## config.mk

```make
export PLATFORM = sky130hd
export DESIGN_NAME = regfile_wb_arbiter
export DESIGN_NICKNAME = d
export VERILOG_FILES = /design/src/rtl/regfile_pkg.sv /design/src/rtl/regfile_wb_arbiter_rr_picker.sv /design/src/rtl/regfile_wb_arbiter.sv
export SDC_FILE = /design/constraint.sdc
export NUM_CORES = 1
export LEC_CHECK = 0
export BUFFER_PORTS_ARGS = -buffer_cell sky130_fd_sc_hd__buf_2
export CAP_MARGIN = 20
export CORE_AREA = 4 4 118 120
export DETAILED_ROUTE_END_ITERATION = 7
export DIE_AREA = 0 0 122 124
export GPL_ROUTABILITY_DRIVEN = 1
export GPL_TIMING_DRIVEN = 0
export PLACE_DENSITY = 0.65
export SKIP_LAST_GASP = 1
export SYNTH_ARGS = -nofsm -noshare
export SYNTH_HDL_FRONTEND = slang
export SYNTH_SLANG_ARGS = --single-unit
```

## constraint.sdc

```tcl
create_clock -name clk -period 2.4 [get_ports clk]
set_input_delay 0.24 -clock clk [delete_from_list [all_inputs] [get_ports clk]]
set_output_delay 0.24 -clock clk [all_outputs]
set_load 0.02 [all_outputs]
```

## src/rtl/regfile_pkg.sv

```systemverilog
// Shared constants for the register-file writeback path.
package regfile_pkg;

    localparam int unsigned XLEN       = 32;
    localparam int unsigned REG_ADDR_W = 5;

    localparam logic [REG_ADDR_W-1:0] REG_ZERO = 5'd0;

    // Writeback requester slots
    localparam int unsigned WB_REQ_ALU = 0;
    localparam int unsigned WB_REQ_LSU = 1;
    localparam int unsigned WB_REQ_CSR = 2;

    // Width of an index into n requesters (at least one bit)
    function automatic int unsigned idx_width(input int unsigned n);
        return (n > 1) ? $clog2(n) : 1;
    endfunction

endpackage

```

## src/rtl/regfile_wb_arbiter_rr_picker.sv

```systemverilog
// Combinational round-robin first-one search: starting at ptr, walk upward
// with an explicit wrap at NUM_REQ (no power-of-two assumption) and return
// the first valid slot as a one-hot grant plus its index.
module rr_picker
    import regfile_pkg::*;
#(
    parameter int unsigned NUM_REQ = 3,
    parameter int unsigned IDX_W   = idx_width(NUM_REQ)
) (
    input  logic [NUM_REQ-1:0] valid,
    input  logic [IDX_W-1:0]   ptr,
    output logic [NUM_REQ-1:0] grant,
    output logic [IDX_W-1:0]   index
);

    int unsigned idx;
    logic        found;

    // First valid requester at or after ptr, wrapping
    always_comb begin
        grant = '0;
        index = '0;
        found = 1'b0;
        idx   = 0;
        for (int unsigned k = 0; k < NUM_REQ; k++) begin
            idx = 32'(ptr) + k;
            if (idx >= NUM_REQ) begin
                idx = idx - NUM_REQ;
            end
            if (!found && valid[IDX_W'(idx)]) begin
                grant[IDX_W'(idx)] = 1'b1;
                index              = IDX_W'(idx);
                found              = 1'b1;
            end
        end
    end

endmodule

```

## src/rtl/regfile_wb_arbiter.sv

```systemverilog
// Register-file writeback arbiter: round-robin shares the single rd write
// port among NUM_REQ requesters, registers one writeback stage, counts
// contention cycles and optionally bypasses the pending write onto the
// read ports. Define WB_BYPASS_EN to enable the read-port bypass.
module regfile_wb_arbiter
    import regfile_pkg::*;
#(
    parameter int unsigned NUM_REQ = 3,
    parameter int unsigned XLEN    = regfile_pkg::XLEN,
    parameter int unsigned ADDR_W  = REG_ADDR_W,
    parameter int unsigned CNT_W   = 16
) (
    input  logic                      clk,
    input  logic                      rst,
    input  logic [NUM_REQ-1:0]        reqValid_In,
    output logic [NUM_REQ-1:0]        reqReady_Out,
    input  logic [NUM_REQ*ADDR_W-1:0] reqAddr_In,
    input  logic [NUM_REQ*XLEN-1:0]   reqData_In,
    output logic [ADDR_W-1:0]         rdAddr_Out,
    output logic [XLEN-1:0]           rd_Out,
    output logic                      rdEnable_Out,
    input  logic [ADDR_W-1:0]         rs1Addr_In,
    input  logic [XLEN-1:0]           rs1Data_In,
    output logic [XLEN-1:0]           rs1Fwd_Out,
    input  logic [ADDR_W-1:0]         rs2Addr_In,
    input  logic [XLEN-1:0]           rs2Data_In,
    output logic [XLEN-1:0]           rs2Fwd_Out,
    output logic [CNT_W-1:0]          conflictCnt_Out
);

    localparam int unsigned IDX_W = idx_width(NUM_REQ);

    logic [IDX_W-1:0]   rr_ptr;
    logic [IDX_W-1:0]   rr_ptr_nxt;
    logic [NUM_REQ-1:0] grant;
    logic [IDX_W-1:0]   grant_idx;
    logic               accept;
    logic               multi_valid;
    logic [ADDR_W-1:0]  sel_addr;
    logic [XLEN-1:0]    sel_data;

    rr_picker #(
        .NUM_REQ (NUM_REQ),
        .IDX_W   (IDX_W)
    ) u_picker (
        .valid (reqValid_In),
        .ptr   (rr_ptr),
        .grant (grant),
        .index (grant_idx)
    );

    // Grant is suppressed while reset is asserted; otherwise any valid wins a slot
    assign reqReady_Out = rst ? '0 : grant;
    assign accept       = |grant;

    // Two or more valids: clearing the lowest set bit leaves something behind
    assign multi_valid  = |(reqValid_In & (reqValid_In - NUM_REQ'(1)));

    // Pointer moves to the slot after the winner, wrapping explicitly
    always_comb begin
        rr_ptr_nxt = rr_ptr;
        if (accept) begin
            rr_ptr_nxt = (32'(grant_idx) == NUM_REQ - 1) ? '0 : grant_idx + IDX_W'(1);
        end
    end

    // AND-OR select of the granted requester's payload
    always_comb begin
        sel_addr = '0;
        sel_data = '0;
        for (int i = 0; i < NUM_REQ; i++) begin
            if (grant[i]) begin
                sel_addr = reqAddr_In[i*ADDR_W +: ADDR_W];
                sel_data = reqData_In[i*XLEN +: XLEN];
            end
        end
    end

    // Round-robin pointer register
    always_ff @(posedge clk or posedge rst) begin
        if (rst) begin
            rr_ptr <= '0;
        end else begin
            rr_ptr <= rr_ptr_nxt;
        end
    end

    // Writeback stage; x0 writes are consumed but never enabled
    always_ff @(posedge clk or posedge rst) begin
        if (rst) begin
            rdEnable_Out <= 1'b0;
            rdAddr_Out   <= '0;
            rd_Out       <= '0;
        end else begin
            rdEnable_Out <= accept && (sel_addr != ADDR_W'(REG_ZERO));
            if (accept) begin
                rdAddr_Out <= sel_addr;
                rd_Out     <= sel_data;
            end
        end
    end

    // Saturating contention counter
    always_ff @(posedge clk or posedge rst) begin
        if (rst) begin
            conflictCnt_Out <= '0;
        end else if (multi_valid && (conflictCnt_Out != '1)) begin
            conflictCnt_Out <= conflictCnt_Out + CNT_W'(1);
        end
    end

`ifdef WB_BYPASS_EN
    // Forward the in-flight write to a reader of the same non-zero register
    assign rs1Fwd_Out = (rdEnable_Out && (rdAddr_Out == rs1Addr_In) &&
                         (rs1Addr_In != ADDR_W'(REG_ZERO))) ? rd_Out : rs1Data_In;
    assign rs2Fwd_Out = (rdEnable_Out && (rdAddr_Out == rs2Addr_In) &&
                         (rs2Addr_In != ADDR_W'(REG_ZERO))) ? rd_Out : rs2Data_In;
`else
    // Pass-through read ports; addresses are kept for an identical interface
    logic unused_rs_addr;
    assign unused_rs_addr = ^{rs1Addr_In, rs2Addr_In};
    assign rs1Fwd_Out     = rs1Data_In;
    assign rs2Fwd_Out     = rs2Data_In;
`endif

endmodule

```

After elaboration in Yosys (flattened, before gate mapping):

Index checks and enable logic that the tools add are counted.

* output and inout bits: 121
* input bits: 190
* bits in registers: 56

* reduce and logical (&&, ||, !) cells: 12
* bitwise gates (word level): 3
* add/subtract/negate cells: 8
* multiplexer cells: 31
* order comparisons: 9
* eq/ne operators: 2

Operators by type and width (count)
* $mux 32: 3
* $add 16x1->16 const B: 1
* $ne 16x16->1 const B: 1
* $mux 5: 3
* $mux 2: 7
* $mux 3: 4
* $lt 2x3->1 const B: 3
* $mux 1: 8
* $logic_and 1x1->1: 7
* $bmux 1 s2: 3
* $demux 1 s2: 3
* $ge 2x1->1 const B: 3
* $ge 3x2->1 const B: 2
* $or 3x3->3: 2
* $reduce_or 3->1: 2
* $sub 2x2->2 const B: 3
* $reduce_bool 5->1: 1
* $add 2x1->3 const B: 1
* $add 2x2->3 const B: 1
* $and 3x3->3: 1
* $sub 3x1->3 const B: 1
* $add 2x1->2 const B: 1
* $eq 2x2->1 const B: 1
* $ge 2x2->1 const B: 1
* $logic_not 1->1: 2

Depth between registers and ports, before layout:

* depth in word-level cells: 16
* mapped depth: 12
* depth with buffers taken out: 9

Modules after synthesis:

A second synthesis with hierarchy kept.

* cells, all modules: 368
* area, all modules: 3505.9 sq um

By module, submodules not included
* regfile_wb_arbiter: area an instance 3239.4 sq um, instances 1, cells an instance 330
* rr_picker: area an instance 266.5 sq um, instances 1, cells an instance 38

Worst setup path before layout:

Ideal clock, no wire load.

* kind: reg-to-reg
* from: register rr_ptr[0]
* to: register rdEnable_Out
* slack: 0.032 ns
* cell stages (with the launch flop): 11
* required time: 2.266 ns
* arrival time: 2.234 ns
* path buffers: 1
* cells stage by stage: dfrtp_1 inv_1 ha_1 and3b_1 o21bai_1 a21oi_1 o21ai_2 clkbuf_1 a221o_1 a22oi_1 nand4_1

* cells in the longest elaborated chain, start to end: 16
* elaborated cells between the ends (all ways): 49

Ends and longest elaborated chain
* start: declaration: RTL line regfile_wb_arbiter.sv:33 `logic [IDX_W-1:0] rr_ptr;`
* start signal: assignment: RTL line regfile_wb_arbiter.sv:84 `rr_ptr <= rr_ptr_nxt;`
* $add 2x1->3, or another cell as far along: RTL line regfile_wb_arbiter_rr_picker.sv:26 `idx = 32'(ptr) + k;`
* $ge 3x2->1, or another cell as far along: RTL line regfile_wb_arbiter_rr_picker.sv:27 `if (idx >= NUM_REQ) begin`
* $mux 2, or another cell as far along: RTL line regfile_wb_arbiter_rr_picker.sv:27
* $lt 2x3->1 (implied by the code), or another cell as far along: RTL line regfile_wb_arbiter_rr_picker.sv:31 `grant[IDX_W'(idx)] = 1'b1;`
* $logic_and 1x1->1 (implied by the code), or another cell as far along: RTL line regfile_wb_arbiter_rr_picker.sv:31
* $mux 1 (implied by the code), or another cell as far along: RTL line regfile_wb_arbiter_rr_picker.sv:31
* $demux 1 s2, or another cell as far along
* $or 3x3->3 (no line) or $mux 1 (tied branches)
* $mux 3 or $logic_not 1->1 (tied branches): RTL line regfile_wb_arbiter_rr_picker.sv:30 `if (!found && valid[IDX_W'(idx)]) begin`
* $or 3x3->3 (no line) or $logic_and 1x1->1 (tied branches)
* $mux 3 (*): RTL line regfile_wb_arbiter_rr_picker.sv:30
* $mux 5 (3 in series): RTL line regfile_wb_arbiter.sv:72 `if (grant[i]) begin`
* $reduce_bool 5->1: RTL line regfile_wb_arbiter.sv:95 `rdEnable_Out <= accept && (sel_addr != ADDR_W'(REG_ZERO));`
* $logic_and 1x1->1 (*): RTL line regfile_wb_arbiter.sv:95
* end signal: assignment: RTL line regfile_wb_arbiter.sv:95
* end: declaration: RTL line regfile_wb_arbiter.sv:21 `output logic rdEnable_Out,`

Every way passes the cells marked *; elsewhere a longest branch is shown, timed or not. The select of a mux whose other input is x is not followed.
A chain may end at the register's enable or synchronous reset.

Worst setup path after layout:

* from: register rr_ptr[1]
* to: output port reqReady_Out[1]

* cells in the longest elaborated chain, start to end: 12
* elaborated cells between the ends (all ways): 44

Ends and longest elaborated chain
* $add 2x1->3, or another cell as far along: RTL line regfile_wb_arbiter_rr_picker.sv:26
* $ge 3x2->1, or another cell as far along: RTL line regfile_wb_arbiter_rr_picker.sv:27
* $mux 2, or another cell as far along: RTL line regfile_wb_arbiter_rr_picker.sv:27
* $lt 2x3->1 (implied by the code), or another cell as far along: RTL line regfile_wb_arbiter_rr_picker.sv:31
* $logic_and 1x1->1 (implied by the code), or another cell as far along: RTL line regfile_wb_arbiter_rr_picker.sv:31
* $mux 1 (implied by the code), or another cell as far along: RTL line regfile_wb_arbiter_rr_picker.sv:31
* $demux 1 s2, or another cell as far along
* $or 3x3->3 (no line) or $mux 1 (tied branches)
* $mux 3 or $logic_not 1->1 (tied branches): RTL line regfile_wb_arbiter_rr_picker.sv:30
* $or 3x3->3 (no line) or $logic_and 1x1->1 (tied branches)
* $mux 3 (*): RTL line regfile_wb_arbiter_rr_picker.sv:30
* $mux 3 (*): RTL line regfile_wb_arbiter.sv:53 `assign reqReady_Out = rst ? '0 : grant;`
* end: declaration: RTL line regfile_wb_arbiter.sv:16 `output logic [NUM_REQ-1:0] reqReady_Out,`

Marks and branches as above.

==> impl_metrics.csv <==
group,metric,value,unit
synth,synth-async-reset-ratio,100,%
sta,worstMarginPinSlew,0.649,ns
synth,yosysTopAreaCell,"dfrtp_1",
cts,clockBufferDepth,2,
sta,max_freq,386,MHz
setup_path,cp_slowest_cell,"dfrtp_1",
global_routing,first_global_vias,3818,
power,peakVddDrop,0.670,mV
routing,drc,0,
routing,firstDrtPassIters,4,
global_routing,grt-ovfl-total,0,
place,dpl.cell_count,807,
routing,vias_per_cell,4.61,
place,placed_area,5010,sq um
finish,drive_gt1_share,62.1,%
cts,cts_buffers,5,
setup_path,crit_required,2.16,ns
power,power_density,1550,nW/um^2
global_routing,grt_usage,16.4,%
routing,vias,3954,
cts,clk-insertion-delay-late,0.30,ns
synth,netlist_area,3590,sq um
global_routing,grt_pass1_wl,19.7,mm
setup_path,path_cells,"buf_6 -> ha_4 -> mux2i_4 -> o41ai_4 -> a211oi_2 -> or2_1 -> buf_6 -> buf_8 -> nor2_4 -> buf_6",
synth,synth.distinct_cells,47,
die,row_count,42,
finish,stdcell_area,5920,sq um
setup_path,cp_max_fo,5,
synth,synthCells,394,
setup_path,cp_top_family,"buffers and inverters",
cts,clk_pin_slew_worst_paths,0.07,ns
die,die_w,122,um
finish,antenna_cells,0,
synth,syn_avg_cell_area,9.11,sq um
finish,area_delta_synth_final,64.8,%
sta,relSlewSlack,56.7,%
setup_path,cp-start-kind,"flip-flop",
synth,ys_warn_count,0,
routing,drt_wl_total,13.7,mm
die,start_util,27.7,%
cts,cts_tree,"built",
synth,synth_flop_cell,"dfrtp_1",
die,die_h,124,um
run,maxCapViolations,0,
sta,min_period,2.59,ns
cts,clkSinkCount,56,
power,leakage,3.05,nW
worst_hold_path,hold_path.class,"input pin to async pin",
cts,htree_levels,2,
cts,cts_root_buf,"clkbuf_16",
die,die_area,15100,sq um
sta,setup_violations,42,
finish,fin_nets,875,
setup_path,cpPeakStageDelay,0.40,ns
place,dp_hpwl,10.4,mm
synth,synth_edf_count,0,
synth,syn_nets,589,
die,core-area,13000,sq um
setup_path,path_common_cell,"buf_6",
sta,worst_slack,-0.188,ns
sta,period_share,108,%
global_routing,antenna_found_initial,1,
place,gp_congestion,0.856,
sta,rsz0062_at_grt,"yes",
synth,synth_area_leaders,"dfrtp_1 (39%), buf_4 (13%), a221o_1 (9.2%)",
sta,hold_viol,0,
global_routing,grt_start_max_net_pins,31,
routing,drt_iter0_drc,128,
setup_path,r2r_end,"rdEnable_Out",
setup_path,ff2ff_setup_slack,-0.17,ns
setup_path,r2r_start,"rr_ptr[1]",
outcome,violations,"setup timing",
setup_path,arrival,2.35,ns
synth,synth_top_area_share,39.0,%
setup_path,timing.reg2reg.worst_path_depth,11,
finish,stdcell_count,857,
routing,route.antenna.remaining_nets,0,
synth,synth-seq-cells,56,
outcome,status,"finished with violations",
place,io_buffer_count,236,
setup_path,path_class,"flip-flop to output port",
sta,clock-skew-final,0.00653,ns
routing,routedWlPerCell,16.0,um
die,io_pins,311,
setup_path,worst_setup_path_end_kind,"output port",
setup_path,critPathBufInv,4,
synth,yosysSeqAreaShare,39.0,%
power,total_power,9.19,mW
sta,final_max_slew_viol_count,0,
==> cells in the final DEF (no fill, tap or decap), drive strengths merged, types with 2 or more instances in the layout <==
cell type,n
mux2i,4
nand4,5
nor2b,2
o2bb2ai,2
buf,360
nor3b,2
nand2,47
nand2b,3
ha,5
a221o,33
nor4,2
inv,6
xor2,6
nand3,40
dfrtp,56
and4,2
xnor2,9
o21a,3
o21ai,7
clkbuf,14
a21oi,38
nor2,9
nand3b,3
and3,3
a22o,2
nor3,2
and2,3
==> metal layers <==
| metal | vias up | part of all wire, % | track usage [%] |
|---|---|---|---|
| li1 | 1925 | - | - |
| met1 | 1838 | 39 | 20.4 |
| met3 | 8 | 8.6 | 4.13 |
| met2 | 181 | 52 | 29.6 |
| met5 | - | 0.095 | 0 |
| met4 | 2 | 0.30 | 2.24 |
==> timing repair <==
item,CTS,global route
cloned,4,1
buffers inserted,28,12
hold buffers,0,0
resized for setup,74,40
pin swaps,13,17
setup endpoints to repair,43,43
==> logic make-up (layout without fill, tap and decap cells) <==
| family | count (synthesis) | in the layout | synth area share (%) |
|---|---|---|---|
| adders and majority gates | 6 | 6 | 2.02 |
| DFF | 56 | 56 | 39.0 |
| AOI/OAI and AO/OA | 92 | 92 | 19.3 |
| xor gates and xnor gates | 15 | 15 | 3.66 |
| buffers and inverters | 95 | 382 | 17.5 |
| and+or+nand+nor | 125 | 125 | 17.1 |
| muxes | 5 | 5 | 1.43 |
==> through the flow <==
stage / hold WS, ns / setup WS (ns) / TNS, ns / util [%]
global placement: 0.469 / -0.697 / -28.61 / 38.5
CTS: 0.0819 / -0.194 / -5.09 / 43.8
finish: 0.0625 / -0.188 / -4.08 / 45.6
floorplan: 0.386 / 0.0321 / 0 / -
global route: 0.107 / -0.311 / -10.00 / 45.6
detailed placement: 0.400 / -0.655 / -21.76 / 38.6
==> cells in the mapped netlist (all sizes together), types with 3 or more instances <==
cell,n
nor2,9
nand4,5
buf,81
and3,3
mux2i,4
o21a,3
xor2,6
xnor2,9
and2,3
o21ai,7
ha,5
inv,6
nand2b,3
nand3b,3
a221o,33
nand3,40
dfrtp,56
nand2,47
clkbuf,8
a21oi,38
==> final cells by class <==
type,count,area (sq um)
Inverter,6,22.5
Fill cell,1315,7060
Timing Repair Buffer,280,1580
Clock buffer,6,139
Sequential cell,56,1400
Tap cell,176,220
Clock inverter,2,38.8
Multi-Input combinational cell,243,1810
Buffer,88,701
==> sequential cells by signal, indices dropped and copies added, names as in the netlist <==
register,cells
conflictCnt_Out,16
rdEnable_Out,1
rd_Out,32
rdAddr_Out,5
rr_ptr,2
==> power breakdown <==
part	switching [mW]	internal (mW)	total, mW
Sequential	0.287	1.39	1.68
Combinational	3.49	3.15	6.64
Clock	0.355	0.524	0.879
==> worst max-delay path by stage <==
stage | slack, ns | depth (start not counted) | end | startpoint
after floorplan | 0.03 | 10 | rdEnable_Out | rr_ptr[0]
after global placement | -0.70 | 10 | rdEnable_Out | rr_ptr[0]
after detailed placement | -0.65 | 9 | rd_Out[4] | rr_ptr[0]
after CTS | -0.19 | 10 | reqReady_Out[1] | rr_ptr[1]
after global routing | -0.31 | 12 | rdEnable_Out | rr_ptr[1]
final | -0.19 | 10 | reqReady_Out[1] | rr_ptr[1]
Note: power is estimated with default switching activity, not from simulation.
